[config.mk]
export PLATFORM = sky130hd
export DESIGN_NAME = mac_seq_ctrl
export DESIGN_NICKNAME = d
export VERILOG_FILES = /design/src/rtl/mac_seq_ctrl.sv
export SDC_FILE = /design/constraint.sdc
export NUM_CORES = 1
export LEC_CHECK = 0
export CAP_MARGIN = 20
export CORE_AREA = 2 2 448 450
export CTS_CLUSTER_DIAMETER = 40
export CTS_CLUSTER_SIZE = 24
export DETAILED_ROUTE_END_ITERATION = 12
export DIE_AREA = 0 0 450 452
export GPL_TIMING_DRIVEN = 0
export PLACE_DENSITY_LB_ADDON = 0.1
export SLEW_MARGIN = 30
export SYNTH_ARGS = -nofsm -noshare
export SYNTH_HDL_FRONTEND = slang
export SYNTH_SLANG_ARGS = --single-unit
[constraint.sdc]
create_clock -name i_clk -period 1.8 [get_ports i_clk]
set_input_delay 0.18 -clock i_clk [delete_from_list [all_inputs] [get_ports i_clk]]
set_output_delay 0.18 -clock i_clk [all_outputs]
set_load 0.05 [all_outputs]
[src/rtl/mac_seq_ctrl.sv]
// mac_seq_ctrl: drives an external MAC through a multi-beat dot product.
// A command (mode, beat count) is accepted in IDLE. Operand beats are then
// streamed through the MAC, and each combinational MAC result is folded back
// into the accumulator. The final 24-bit sum is offered on a valid/ready
// result port. Illegal commands skip straight to a zero-valued error result.
module mac_seq_ctrl #(
  parameter int LEN_W = 8
) (
  input  logic             i_clk,
  input  logic             i_rst_n,
  // Command port
  input  logic             i_cmd_valid,
  output logic             o_cmd_ready,
  input  logic [1:0]       i_cmd_mode,
  input  logic [LEN_W-1:0] i_cmd_len,
  // Operand stream
  input  logic             i_op_valid,
  output logic             o_op_ready,
  input  logic [255:0]     i_op_a,
  input  logic [255:0]     i_op_b,
  input  logic [7:0]       i_op_vsq_a,
  input  logic [7:0]       i_op_vsq_b,
  // Result port
  output logic             o_res_valid,
  input  logic             i_res_ready,
  output logic [23:0]      o_res_data,
  output logic             o_res_err,
  output logic             o_busy,
  // MAC side
  output logic [1:0]       o_mac_mode,
  output logic [23:0]      o_mac_psum,
  output logic [255:0]     o_mac_a,
  output logic [255:0]     o_mac_b,
  output logic [7:0]       o_mac_vsq_a,
  output logic [7:0]       o_mac_vsq_b,
  input  logic [23:0]      i_mac_result
);

  localparam int OP_W  = 256;
  localparam int ACC_W = 24;
  localparam int VSQ_W = 8;

  localparam logic [1:0]       MODE_ILLEGAL = 2'd3;
  localparam logic [LEN_W-1:0] CNT_ZERO     = '0;
  localparam logic [LEN_W-1:0] CNT_ONE      = {{(LEN_W-1){1'b0}}, 1'b1};

  typedef enum logic [1:0] {
    ST_IDLE = 2'd0,
    ST_RUN  = 2'd1,
    ST_DONE = 2'd2
  } state_e;

  state_e             state_q, state_d;
  logic [ACC_W-1:0]   acc_q, acc_d;
  logic [LEN_W-1:0]   cnt_q, cnt_d;
  logic               err_q, err_d;
  logic [1:0]         mode_q, mode_d;

  logic               cmd_hs;
  logic               op_hs;
  logic               res_hs;
  logic               run;

  // A command is usable only with a defined mode and at least one beat.
  function automatic logic cmd_is_legal(input logic [1:0]       mode,
                                        input logic [LEN_W-1:0] len);
    return (mode != MODE_ILLEGAL) && (len != CNT_ZERO);
  endfunction

  assign run    = (state_q == ST_RUN);
  assign cmd_hs = i_cmd_valid && o_cmd_ready;
  assign op_hs  = i_op_valid  && o_op_ready;
  assign res_hs = o_res_valid && i_res_ready;

  // Handshake readiness follows the state directly, so it is glitch-free
  // with respect to the other side's valid.
  assign o_cmd_ready = (state_q == ST_IDLE);
  assign o_op_ready  = run;
  assign o_res_valid = (state_q == ST_DONE);
  assign o_busy      = (state_q != ST_IDLE);

  // Result fields are only meaningful in DONE; keep them quiet elsewhere.
  assign o_res_data = o_res_valid ? acc_q : '0;
  assign o_res_err  = o_res_valid && err_q;

  // MAC operands are zeroed outside RUN so the datapath does not toggle
  // while the sequencer is idle or waiting on the result consumer.
  assign o_mac_mode  = mode_q;
  assign o_mac_psum  = acc_q;
  assign o_mac_a     = run ? i_op_a     : {OP_W{1'b0}};
  assign o_mac_b     = run ? i_op_b     : {OP_W{1'b0}};
  assign o_mac_vsq_a = run ? i_op_vsq_a : {VSQ_W{1'b0}};
  assign o_mac_vsq_b = run ? i_op_vsq_b : {VSQ_W{1'b0}};

  // Next-state logic: command latch, beat accumulation, result drain.
  always_comb begin
    state_d = state_q;
    acc_d   = acc_q;
    cnt_d   = cnt_q;
    err_d   = err_q;
    mode_d  = mode_q;

    unique case (state_q)
      ST_IDLE: begin
        if (cmd_hs) begin
          mode_d = i_cmd_mode;
          acc_d  = '0;
          if (cmd_is_legal(i_cmd_mode, i_cmd_len)) begin
            cnt_d   = i_cmd_len;
            state_d = ST_RUN;
          end else begin
            err_d   = 1'b1;
            state_d = ST_DONE;
          end
        end
      end

      ST_RUN: begin
        // The counter is loaded with len >= 1 and leaves RUN on reaching
        // one, so it never decrements through zero even for the max length.
        if (op_hs) begin
          acc_d = i_mac_result;
          cnt_d = cnt_q - CNT_ONE;
          if (cnt_q == CNT_ONE) begin
            state_d = ST_DONE;
          end
        end
      end

      ST_DONE: begin
        if (res_hs) begin
          err_d   = 1'b0;
          state_d = ST_IDLE;
        end
      end

      default: begin
        state_d = ST_IDLE;
      end
    endcase
  end

  // State and accumulator registers; reset discards any partial result.
  always_ff @(posedge i_clk or negedge i_rst_n) begin
    if (!i_rst_n) begin
      state_q <= ST_IDLE;
      acc_q   <= '0;
      cnt_q   <= '0;
      err_q   <= 1'b0;
      mode_q  <= 2'd0;
    end else begin
      state_q <= state_d;
      acc_q   <= acc_d;
      cnt_q   <= cnt_d;
      err_q   <= err_d;
      mode_q  <= mode_d;
    end
  end

endmodule

==> metrics.md, run 1 <==
| Metric | Value |
|---|---|
| CP endpoint kind | `primary output` |
| Chip Width | `450 um` |
| Pwr Density | `1750 mW/mm^2` |
| Drt first pass iters | `5` |
| Final hold viol count | `0` |
| RSZ-0062 raised after global routing | `true` |
| Max-slew headroom | `52.3%` |
| Pin count of the biggest net entering global routing | `38` |
| Met2 WL post-DR | `60600 um` |
| Synth unique cells | `38` |
| Leakage | `8.65 nW` |
| Number of synthesized flops with an enable pin | `0` |
| M1 WL | `42500 um` |
| First-pass GRT wire length | `140000 um` |
| GP Congestion | `1.26` |
| Syn Nets | `1322` |
| Seq/Total Area, Yosys | `17.3%` |
| Status | `finished with violations` |
| Layout cells sized above 1 | `56.4%` |
| I/O Buffers | `1149` |
| Post-DP HPWL | `107000 um` |
| Setup violators final | `577` |
| Core ar. | `0.199 mm^2` |
| Via density | `2.23` |
| Synth warn | `0` |
| Worst slew pin tran | `0.710 ns` |
| Synth Instances | `753` |
| Clk pin slew, worst setup/hold paths | `0.06 ns` |
| Most frequent cells in the layout | `clkdlybuf4s50_1, and2_2, buf_2` |
| Row count | `164` |
| Period Utilization, post-route | `119%` |
| Final #Nets | `2503` |
| Overall global routing resource usage | `10.7%` |
| Async S/R FF share, synth | `100%` |
| Startpoint type of the worst setup path | `register` |
| Total grt overflow | `0` |
| Main area contributors after synthesis | `and2_1, dfrtp_1, clkbuf_1` |
| Post-synth top area share | `64.9%` |
| Final instance area | `0.0214 mm^2` |
| Area Growth Syn to Fin | `302%` |
| Highest metal used | `met5` |
| Multi-input combinational cell area | `0.00477 mm^2` |
| H-tree lvl count | `2` |
| DR WL met3 | `10900 um` |
| Worst EP arrival | `1.97 ns` |
| Worst VDD drop | `0.000714 V` |
| Worst-Skew Late Latency | `0.31 ns` |
| CP max stage delay | `0.90 ns` |
| Starting density of the core | `2.69%` |
| CP cell instances | `buf_4 -> nor2_4 -> clkdlybuf4s50_1` |
| Die H | `452 um` |
| Final ANT Viol Nets | `0` |
| Number of remaining DRC errors | `0` |
| Fin util | `10.8%` |
| Routed WL per cell | `25.1 um` |
| Crit-path slowest cell | `clkdlybuf4s50_1` |
| CTS tree | `yes` |
| Largest area contributor in the netlist | `and2_1` |
| Clock root cell | `clkbuf_16` |
| Top FF cell, synth | `dfrtp_1` |
| Data required, critical path | `1.62 ns` |
| DP Area | `0.0207 mm^2` |
| Fmax | `465 MHz` |
| Syn avg cell area | `7.09 um^2` |
| Skew final | `0.00341 ns` |
| Initial DRC count | `484` |
| # IOs | `1150` |
| Full die area | `0.203 mm^2` |
| Fill cells | `23200` |
| Final setup margin | `-0.349 ns` |
| Hold Crit Class | `in2async` |
| Commonest non-fill, non-tap cell in the layout | `clkdlybuf4s50_1` |
| Number of global-route vias before repair | `10800` |
| Yosys reg bits | `37` |
| Crit path time final | `2.15 ns` |
| Initial antenna violation count | `40` |
| Setup CP Type | `reg2out` |
| CTS max path bufs | `2` |
| Synthesized cell area | `0.00534 mm^2` |
| Register area | `928 um^2` |
| Max Slew Vio Count | `0` |
| Failing checks | `negative setup slack` |
| Post-Route WL | `116000 um` |
| Clock sink count | `37` |
| Max Cap Violations | `0` |
| CP Max Fanout | `6` |
| Number of buffers created by CTS | `5` |
| DR vias | `10300` |
where the power goes:
part	leakage, nW	switching, mW	internal (mW)	total [mW]
clock	0.0842	0.401	0.694	1.10
combinational	8.11	23.1	11.7	34.8
sequential	0.453	0.370	1.22	1.59
registers in the layout, indices dropped and copies added (netlist names):
register and flops:
cnt_q 8, o_mac_psum 24, o_mac_mode 2, err_q 1
state_q 2
worst paths after layout:
path	cells past startpoint	from	end	slack, ns
setup / recovery	3	state_q[1]$_DFFE_PN0P_	o_cmd_ready	-0.35
setup reg to reg	6	state_q[0]$_DFFE_PN0P_	o_mac_psum[21]$_DFFE_PN0P_	-0.17
hold / removal	2	i_rst_n	o_mac_psum[14]$_DFFE_PN0P_	0.43
hold reg to reg	1	cnt_q[6]$_DFFE_PN0P_	cnt_q[6]$_DFFE_PN0P_	0.49
min in group i_clk	2	i_mac_result[11]	o_mac_psum[11]$_DFFE_PN0P_	0.48
max in group asynchronous	2	i_rst_n	state_q[0]$_DFFE_PN0P_	0.94
metal layers:
layer  global-route usage [%]  vias up
met5                        0        -
met2                     19.5      550
met1                     11.8     4924
met4                     1.55        6
li1                         -     4714
met3                     4.30       89
final cells by class:
cell class	instances	area share, %
clock inverters	1	0.140
clock buffers	7	0.665
flip-flops and latches	37	4.33
plain buffers	67	3.43
well taps	2656	15.5
multi-input cells	641	22.2
diodes	15	0.175
repair buffers	1175	53.3
inverters	7	0.181
cell usage after synthesis, types with 2 or more instances:
| cell | instances |
|---|---|
| o21ai_0 | 2 |
| ha_1 | 2 |
| a22o_1 | 25 |
| nor2_1 | 9 |
| nand2_1 | 4 |
| dfrtp_1 | 37 |
| nor3_1 | 3 |
| and2_1 | 554 |
| a22oi_1 | 3 |
| buf_2 | 6 |
| o221ai_1 | 3 |
| a2bb2oi_1 | 2 |
| a21oi_1 | 5 |
| mux2_2 | 2 |
| clkbuf_1 | 61 |
| o2bb2ai_1 | 4 |
| a221oi_1 | 2 |
| o211ai_1 | 2 |
| nor4_1 | 3 |
| inv_1 | 6 |
through the flow:
stage | hold slack, ns | total power, mW | setup slack (ns) | cells | setup TNS [ns]
5_1_grt | 0.461 | 39.0 | -0.411 | 4596 | -195.18
4_1_cts | 0.443 | 36.7 | -0.458 | 4591 | -207.52
3_3_place_gp | 0.477 | 34.7 | -2.58 | 4558 | -1024.19
6_report | 0.428 | 37.5 | -0.349 | 4606 | -135.28
3_5_place_dp | 0.238 | 34.4 | -2.18 | 4559 | -902.10
2_1_floorplan | -0.116 | 20.4 | 0.0155 | 753 | 0
critical path: cells and delay by family (launching register included):
| kind | cells | cell delay, ns |
|---|---|---|
| buf+inv | 2 | 1.05 |
| flops | 1 | 0.42 |
| simple gates | 1 | 0.19 |
cell families after synthesis:
family                   synth area share, %
multiplexers                           0.609
adder cells (fa/ha/maj)                0.469
flip-flops                              17.3
AO/OA/AOI/OAI                           8.51
buffers and inverters                   5.41
AND/OR/NAND/NOR                         67.7
what timing repair did:
action | CTS | global route
buffers inserted | 14 | 1
hold buffers | 1 | 0
cloned | 9 | 1
setup endpoints to repair | 590 | 590
hold endpoints to repair | 37 | 0
pin swaps | 17 | 13
gates resized for setup | 3243 | 485
(Power assumes the default switching activity.)
==> run 2: changes to the inputs <==
--- a/config.mk
+++ b/config.mk
@@ -6,11 +6,12 @@
 export NUM_CORES = 1
 export LEC_CHECK = 0
 export CAP_MARGIN = 20
-export CORE_AREA = 2 2 448 450
+export CORE_AREA = 2 2 451 453
 export CTS_CLUSTER_DIAMETER = 40
 export CTS_CLUSTER_SIZE = 24
 export DETAILED_ROUTE_END_ITERATION = 12
-export DIE_AREA = 0 0 450 452
+export DIE_AREA = 0 0 453 455
+export DONT_BUFFER_PORTS = 1
 export GPL_TIMING_DRIVEN = 0
 export PLACE_DENSITY_LB_ADDON = 0.1
 export SLEW_MARGIN = 30
==> run 2 against run 1 <==
  * Critical path type is now reg2reg
  * Non-clock buffer count is 1122 lower
  * Worst setup slack better by 0.015 ns
  * Total power is 5.6% lower
  * Global-route usage is 0.78 points higher
  * Critical endpoint is now cnt_q[0]$_DFFE_PN0P_
  * Largest power group unchanged
  * Clock skew is 0.0051 ns higher
  * Core utilization is 4.8 points lower
  * Clock power hardly changed
  * Sequential power is 75% higher
  * The flow still finishes with violations (negative setup slack)
==> metrics.md, run 2 (same netlist as run 1, synthesis figures left out) <==
| Metric | Value |
|---|---|
| Status | `finished with violations` |
| Failing checks | `negative setup slack` |
| CP endpoint kind | `register` |
| Max Slew Vio Count | `0` |
| CTS max path bufs | `2` |
| Layout cells sized above 1 | `84.4%` |
| Crit-path slowest cell | `clkinvlp_4` |
| Skew final | `0.00846 ns` |
| Overall global routing resource usage | `11.5%` |
| Data required, critical path | `1.97 ns` |
| Routed WL per cell | `37.0 um` |
| Startpoint type of the worst setup path | `register` |
| Sequential share of power | `7.9%` |
| Final hold viol count | `0` |
| Crit path time final | `2.13 ns` |
| Post-Route WL | `130000 um` |
| Core ar. | `0.201 mm^2` |
| Worst EP arrival | `2.30 ns` |
| Clock power frac | `3.1%` |
| I/O Buffers | `0` |
| Clk pin slew, worst setup/hold paths | `0.07 ns` |
| Chip Width | `453 um` |
| Non-filler cells, final | `3509` |
| Max-slew headroom | `47.8%` |
| Number of remaining DRC errors | `0` |
| First-pass GRT wire length | `138000 um` |
| CP Depth | `4` |
| Clock sink count | `37` |
| Met2 WL post-DR | `72700 um` |
| Worst slew pin tran | `0.776 ns` |
| Dpl cells | `3425` |
| Area Growth Syn to Fin | `125%` |
| Reg2Reg Launch Point | `state_q[1]$_DFFE_PN0P_` |
| H-tree lvl count | `2` |
| Most frequent cells in the layout | `and2_4, dfrtp_1, clkbuf_16` |
| Final instance area | `0.0120 mm^2` |
| Pwr Density | `2950 mW/mm^2` |
| Max FFs per register | `24` |
| Number of buffers created by CTS | `5` |
| CP max stage delay | `0.55 ns` |
| Buffers & Inverters on Critical Path | `1` |
| Reg2reg setup slack | `-0.33 ns` |
| Initial antenna violation count | `138` |
| DR vias | `7160` |
| Reg2reg path depth | `4` |
| GP Congestion | `0.994` |
| Dpl ws | `-1.49 ns` |
| Net Sw Frac | `69.9%` |
| CP Max Fanout | `6` |
| Full die area | `0.206 mm^2` |
| Worst-Skew Late Latency | `0.30 ns` |
| Worst VDD drop | `0.000762 V` |
| Post-DP HPWL | `121000 um` |
| Setup tns final | `-104.40 ns` |
| CP cell instances | `nor2_4 -> clkinvlp_4 -> o21ai_4 -> o22ai_2` |
| Period Utilization, post-route | `119%` |
| Final #Nets | `1382` |
| Initial DRC count | `719` |
| Die H | `455 um` |
| Worst hold endpoint | `o_mac_psum[0]$_DFFE_PN0P_` |
| Cell family with most CP delay | `buffers and inverters` |
| Via density | `2.04` |
| Total grt overflow | `0` |
| Switching pwr | `24.7 mW` |
| Final ANT Viol Nets | `0` |
| Setup violators final | `569` |
| Max Cap Violations | `0` |
| Power, Total | `35.4 mW` |
| CTS tree | `yes` |
| Leakage | `4.32 nW` |
| Pin count of the biggest net entering global routing | `38` |
| # IOs | `1150` |
| Hold_sp | `i_mac_result[0]` |
| Commonest non-fill, non-tap cell in the layout | `and2_4` |
| Final setup margin | `-0.334 ns` |
| DR WL met3 | `15500 um` |
| Int Power | `10.7 mW` |
| Hold path cells | `1` |
| M1 WL | `37900 um` |
| Logic gate share of total power | `89.1%` |
| RSZ-0062 raised after global routing | `true` |
| Highest metal used | `met5` |
| Hold Crit Class | `in2reg` |
| Number of global-route vias before repair | `5949` |
| Setup CP Type | `reg2reg` |
| Drt first pass iters | `5` |
| DP Area | `0.00923 mm^2` |
| Row count | `165` |
| Clock root cell | `clkbuf_16` |
| Reg-to-reg endpoint | `cnt_q[0]$_DFFE_PN0P_` |
| Fmax | `469 MHz` |
| Starting density of the core | `2.65%` |
==> run 2: area by class of cell <==
cell class	count	area [um^2]
clock inverter	1	30.0
timing repair inverter	1	16.3
inverter	7	56.3
timing repair buffer	52	935
sequential	37	928
multi-input combinational	641	5520
buffer	68	970
antenna	23	57.6
tap	2672	3340
fill	23700	189000
clock buffer	7	143
==> run 2: repair_timing <==
item / in CTS / in global routing
gates cloned: 2 / 27
gates resized for setup: 750 / 232
pin swaps: 80 / 323
hold buffers: 2 / 0
hold endpoints to repair: 37 / 0
setup endpoints to repair: 588 / 584
buffers inserted: 1 / 21
==> run 2: worst max path at each step <==
| stage | startpoint | endpoint | slack [ns] |
|---|---|---|---|
| floorplan | state_q[0]$_DFFE_PN0P_ | cnt_q[0]$_DFFE_PN0P_ | 0.02 |
| global placement | state_q[1]$_DFFE_PN0P_ | o_mac_b[119] | -1.56 |
| detailed placement | state_q[1]$_DFFE_PN0P_ | o_mac_a[3] | -1.49 |
| CTS | state_q[1]$_DFFE_PN0P_ | o_mac_a[203] | -0.38 |
| global route | state_q[1]$_DFFE_PN0P_ | cnt_q[0]$_DFFE_PN0P_ | -0.38 |
| finish | state_q[1]$_DFFE_PN0P_ | cnt_q[0]$_DFFE_PN0P_ | -0.33 |
==> run 2: metal layers <==
layer / global-route usage (%) / vias to the layer above
met5: 0 / -
met4: 2.14 / 88
met3: 6.51 / 300
met2: 22.9 / 830
met1: 9.79 / 3457
li1: - / 2485
==> run 2: power groups by stage <==
stage / combinational [mW] / clock, mW / sequential, mW
2_1_floorplan: 17.9 / 0 / 2.46
3_5_place_dp: 25.0 / 0 / 2.80
5_1_grt: 32.3 / 1.15 / 2.84
3_3_place_gp: 25.1 / 0 / 2.81
4_1_cts: 28.7 / 1.12 / 2.80
6_report: 31.5 / 1.08 / 2.78
==> run 2: metrics by stage <==
step / util (%) / hold WS, ns
after global routing: 5.96 / 0.0137
after CTS: 5.27 / 0.00932
after detailed placement: 4.58 / -0.114
after floorplan: - / -0.116
final: 5.96 / 0.0221
after global placement: 4.58 / -0.114
==> run 2: worst register-to-register path: cells and delay by family, from the launching register on <==
family	cells	cell delay, ns
simple gates	1	0.48
compound gates	2	0.53
buf+inv	1	0.56
flops	1	0.45
==> run 3: changes to the inputs <==
--- a/config.mk
+++ b/config.mk
@@ -14,6 +14,7 @@
 export DONT_BUFFER_PORTS = 1
 export GPL_TIMING_DRIVEN = 0
 export PLACE_DENSITY_LB_ADDON = 0.1
+export RECOVER_POWER = 100
 export SLEW_MARGIN = 30
 export SYNTH_ARGS = -nofsm -noshare
 export SYNTH_HDL_FRONTEND = slang
==> run 3 against run 2 <==
  * The run still ends with negative setup slack left
  * Via count hardly changed
  * Die area unchanged
  * Clock power hardly changed
  * Critical path type unchanged
  * Final cell count barely moved
  * Register-to-register slack about the same
  * Non-clock buffer count unchanged
  * Worst hold slack worse by 0.0010 ns
  * Largest cell class unchanged
  * Highest routed layer unchanged
==> metrics.md, run 3 (same netlist as run 1, synthesis figures left out) <==
| Metric | Value |
|---|---|
| H-tree lvl count | `2` |
| Via density | `2.04` |
| Worst VDD drop | `0.000761 V` |
| Data required, critical path | `1.97 ns` |
| Overall global routing resource usage | `11.5%` |
| RSZ-0062 raised after global routing | `true` |
| Clock sink count | `37` |
| Setup violators final | `569` |
| DR vias | `7159` |
| Fin util | `5.95%` |
| Max Cap Violations | `0` |
| Pin count of the biggest net entering global routing | `38` |
| Number of global-route vias before repair | `5949` |
| Max Slew Vio Count | `0` |
| Commonest non-fill, non-tap cell in the layout | `and2_4` |
| Startpoint type of the worst setup path | `register` |
| Routed WL per cell | `37.0 um` |
| Final setup margin | `-0.322 ns` |
| Max FFs per register | `24` |
| Hold slack | `0.0211 ns` |
| Final instance area | `0.0120 mm^2` |
| Setup CP Type | `reg2reg` |
| Full die area | `0.206 mm^2` |
| Worst slew pin tran | `1.10 ns` |
| Multi-input combinational cell area | `0.00552 mm^2` |
| Clk pin slew, worst setup/hold paths | `0.07 ns` |
| Leakage | `4.31 nW` |
| Period Utilization, post-route | `118%` |
| Status | `finished with violations` |
| Area Growth Syn to Fin | `124%` |
| Most frequent cells in the layout | `and2_4, dfrtp_1, clkbuf_16` |
| Starting density of the core | `2.65%` |
| Final hold viol count | `0` |
| Clock root cell | `clkbuf_16` |
| Power, Total | `35.4 mW` |
| CP endpoint kind | `register` |
| Layout cells sized above 1 | `84.4%` |
| Core ar. | `0.201 mm^2` |
| Initial antenna violation count | `138` |
| GP Congestion | `0.994` |
| Max-slew headroom | `26.9%` |
| Crit path time final | `2.12 ns` |
| Worst EP arrival | `2.29 ns` |
| Pwr Density | `2950 mW/mm^2` |
| Hold Crit Class | `in2reg` |
| Post-Route WL | `130000 um` |
| Fmax | `471 MHz` |
| Register area | `928 um^2` |
| Final ANT Viol Nets | `0` |
| Total grt overflow | `0` |
| Initial DRC count | `722` |
| CTS max path bufs | `2` |
| Row count | `165` |
| Worst-Skew Late Latency | `0.30 ns` |
| CP Max Fanout | `6` |
| Final #Nets | `1382` |
| Number of buffers created by CTS | `5` |
| Chip Width | `453 um` |
| CTS tree | `yes` |
| I/O Buffers | `0` |
| Post-DP HPWL | `121000 um` |
| Die H | `455 um` |
| Number of remaining DRC errors | `0` |
| Fill cells | `23700` |
| Skew final | `0.0105 ns` |
| Failing checks | `negative setup slack` |
| First-pass GRT wire length | `138000 um` |
| Setup tns final | `-100.44 ns` |
| Drt first pass iters | `5` |
| DP Area | `0.00923 mm^2` |
| # IOs | `1150` |
## run 3: area by class of cell
| class | count | share of cell area [%] |
|---|---|---|
| sequential | 37 | 7.75 |
| clock buffer | 7 | 1.19 |
| tap | 2672 | 27.9 |
| inverter | 7 | 0.470 |
| timing repair buffer | 52 | 7.62 |
| clock inverter | 1 | 0.251 |
| multi-input combinational | 641 | 46.1 |
| timing repair inverter | 1 | 0.136 |
| buffer | 68 | 8.10 |
| antenna | 24 | 0.501 |
## run 3: where the power goes
part | internal (mW) | switching (mW)
clock | 0.694 | 0.384
sequential | 1.19 | 1.58
combinational | 8.77 | 22.7
total | 10.7 | 24.7
## run 3: worst max-delay path, stage by stage, from the launching register on
cell and delay (ns):
dfrtp_2 0.46, nor2_4 0.46, clkinvlp_4 0.55, o21ai_4 0.40, o22ai_2 0.12
## run 3: worst paths after layout
kind	startpoint	end	slack, ns	cells past startpoint
max	state_q[0]$_DFFE_PN0P_	cnt_q[0]$_DFFE_PN0P_	-0.32	4
min	i_mac_result[1]	o_mac_psum[1]$_DFFE_PN0P_	0.02	1
max reg2reg	state_q[0]$_DFFE_PN0P_	cnt_q[0]$_DFFE_PN0P_	-0.32	4
min reg2reg	err_q$_DFFE_PN0P_	err_q$_DFFE_PN0P_	0.51	2
max in group asynchronous	i_rst_n	state_q[1]$_DFFE_PN0P_	0.39	2
min in group asynchronous	i_rst_n	cnt_q[2]$_DFFE_PN0P_	0.65	2
## run 3: per-layer routing
metal	vias up	track usage (%)	wire (um)
li1	2485	-	-
met3	308	6.51	15400
met1	3434	9.79	37700
met2	840	22.9	72600
met4	92	2.14	3380
met5	-	0	866
## run 3: metrics by stage
stage	std cells	worst slack [ns]
2_1_floorplan	753	0.0155
3_3_place_gp	3425	-1.56
3_5_place_dp	3425	-1.49
4_1_cts	3438	-0.383
5_1_grt	3506	-0.380
6_report	3510	-0.322
## run 3: what timing repair did
| item | in CTS | in global routing |
|---|---|---|
| gates resized for setup | 750 | 232 |
| gates cloned | 2 | 27 |
| hold buffers | 2 | 0 |
| pin swaps | 80 | 323 |
| buffers inserted | 1 | 21 |
| hold endpoints to repair | 37 | 0 |
| setup endpoints to repair | 588 | 584 |
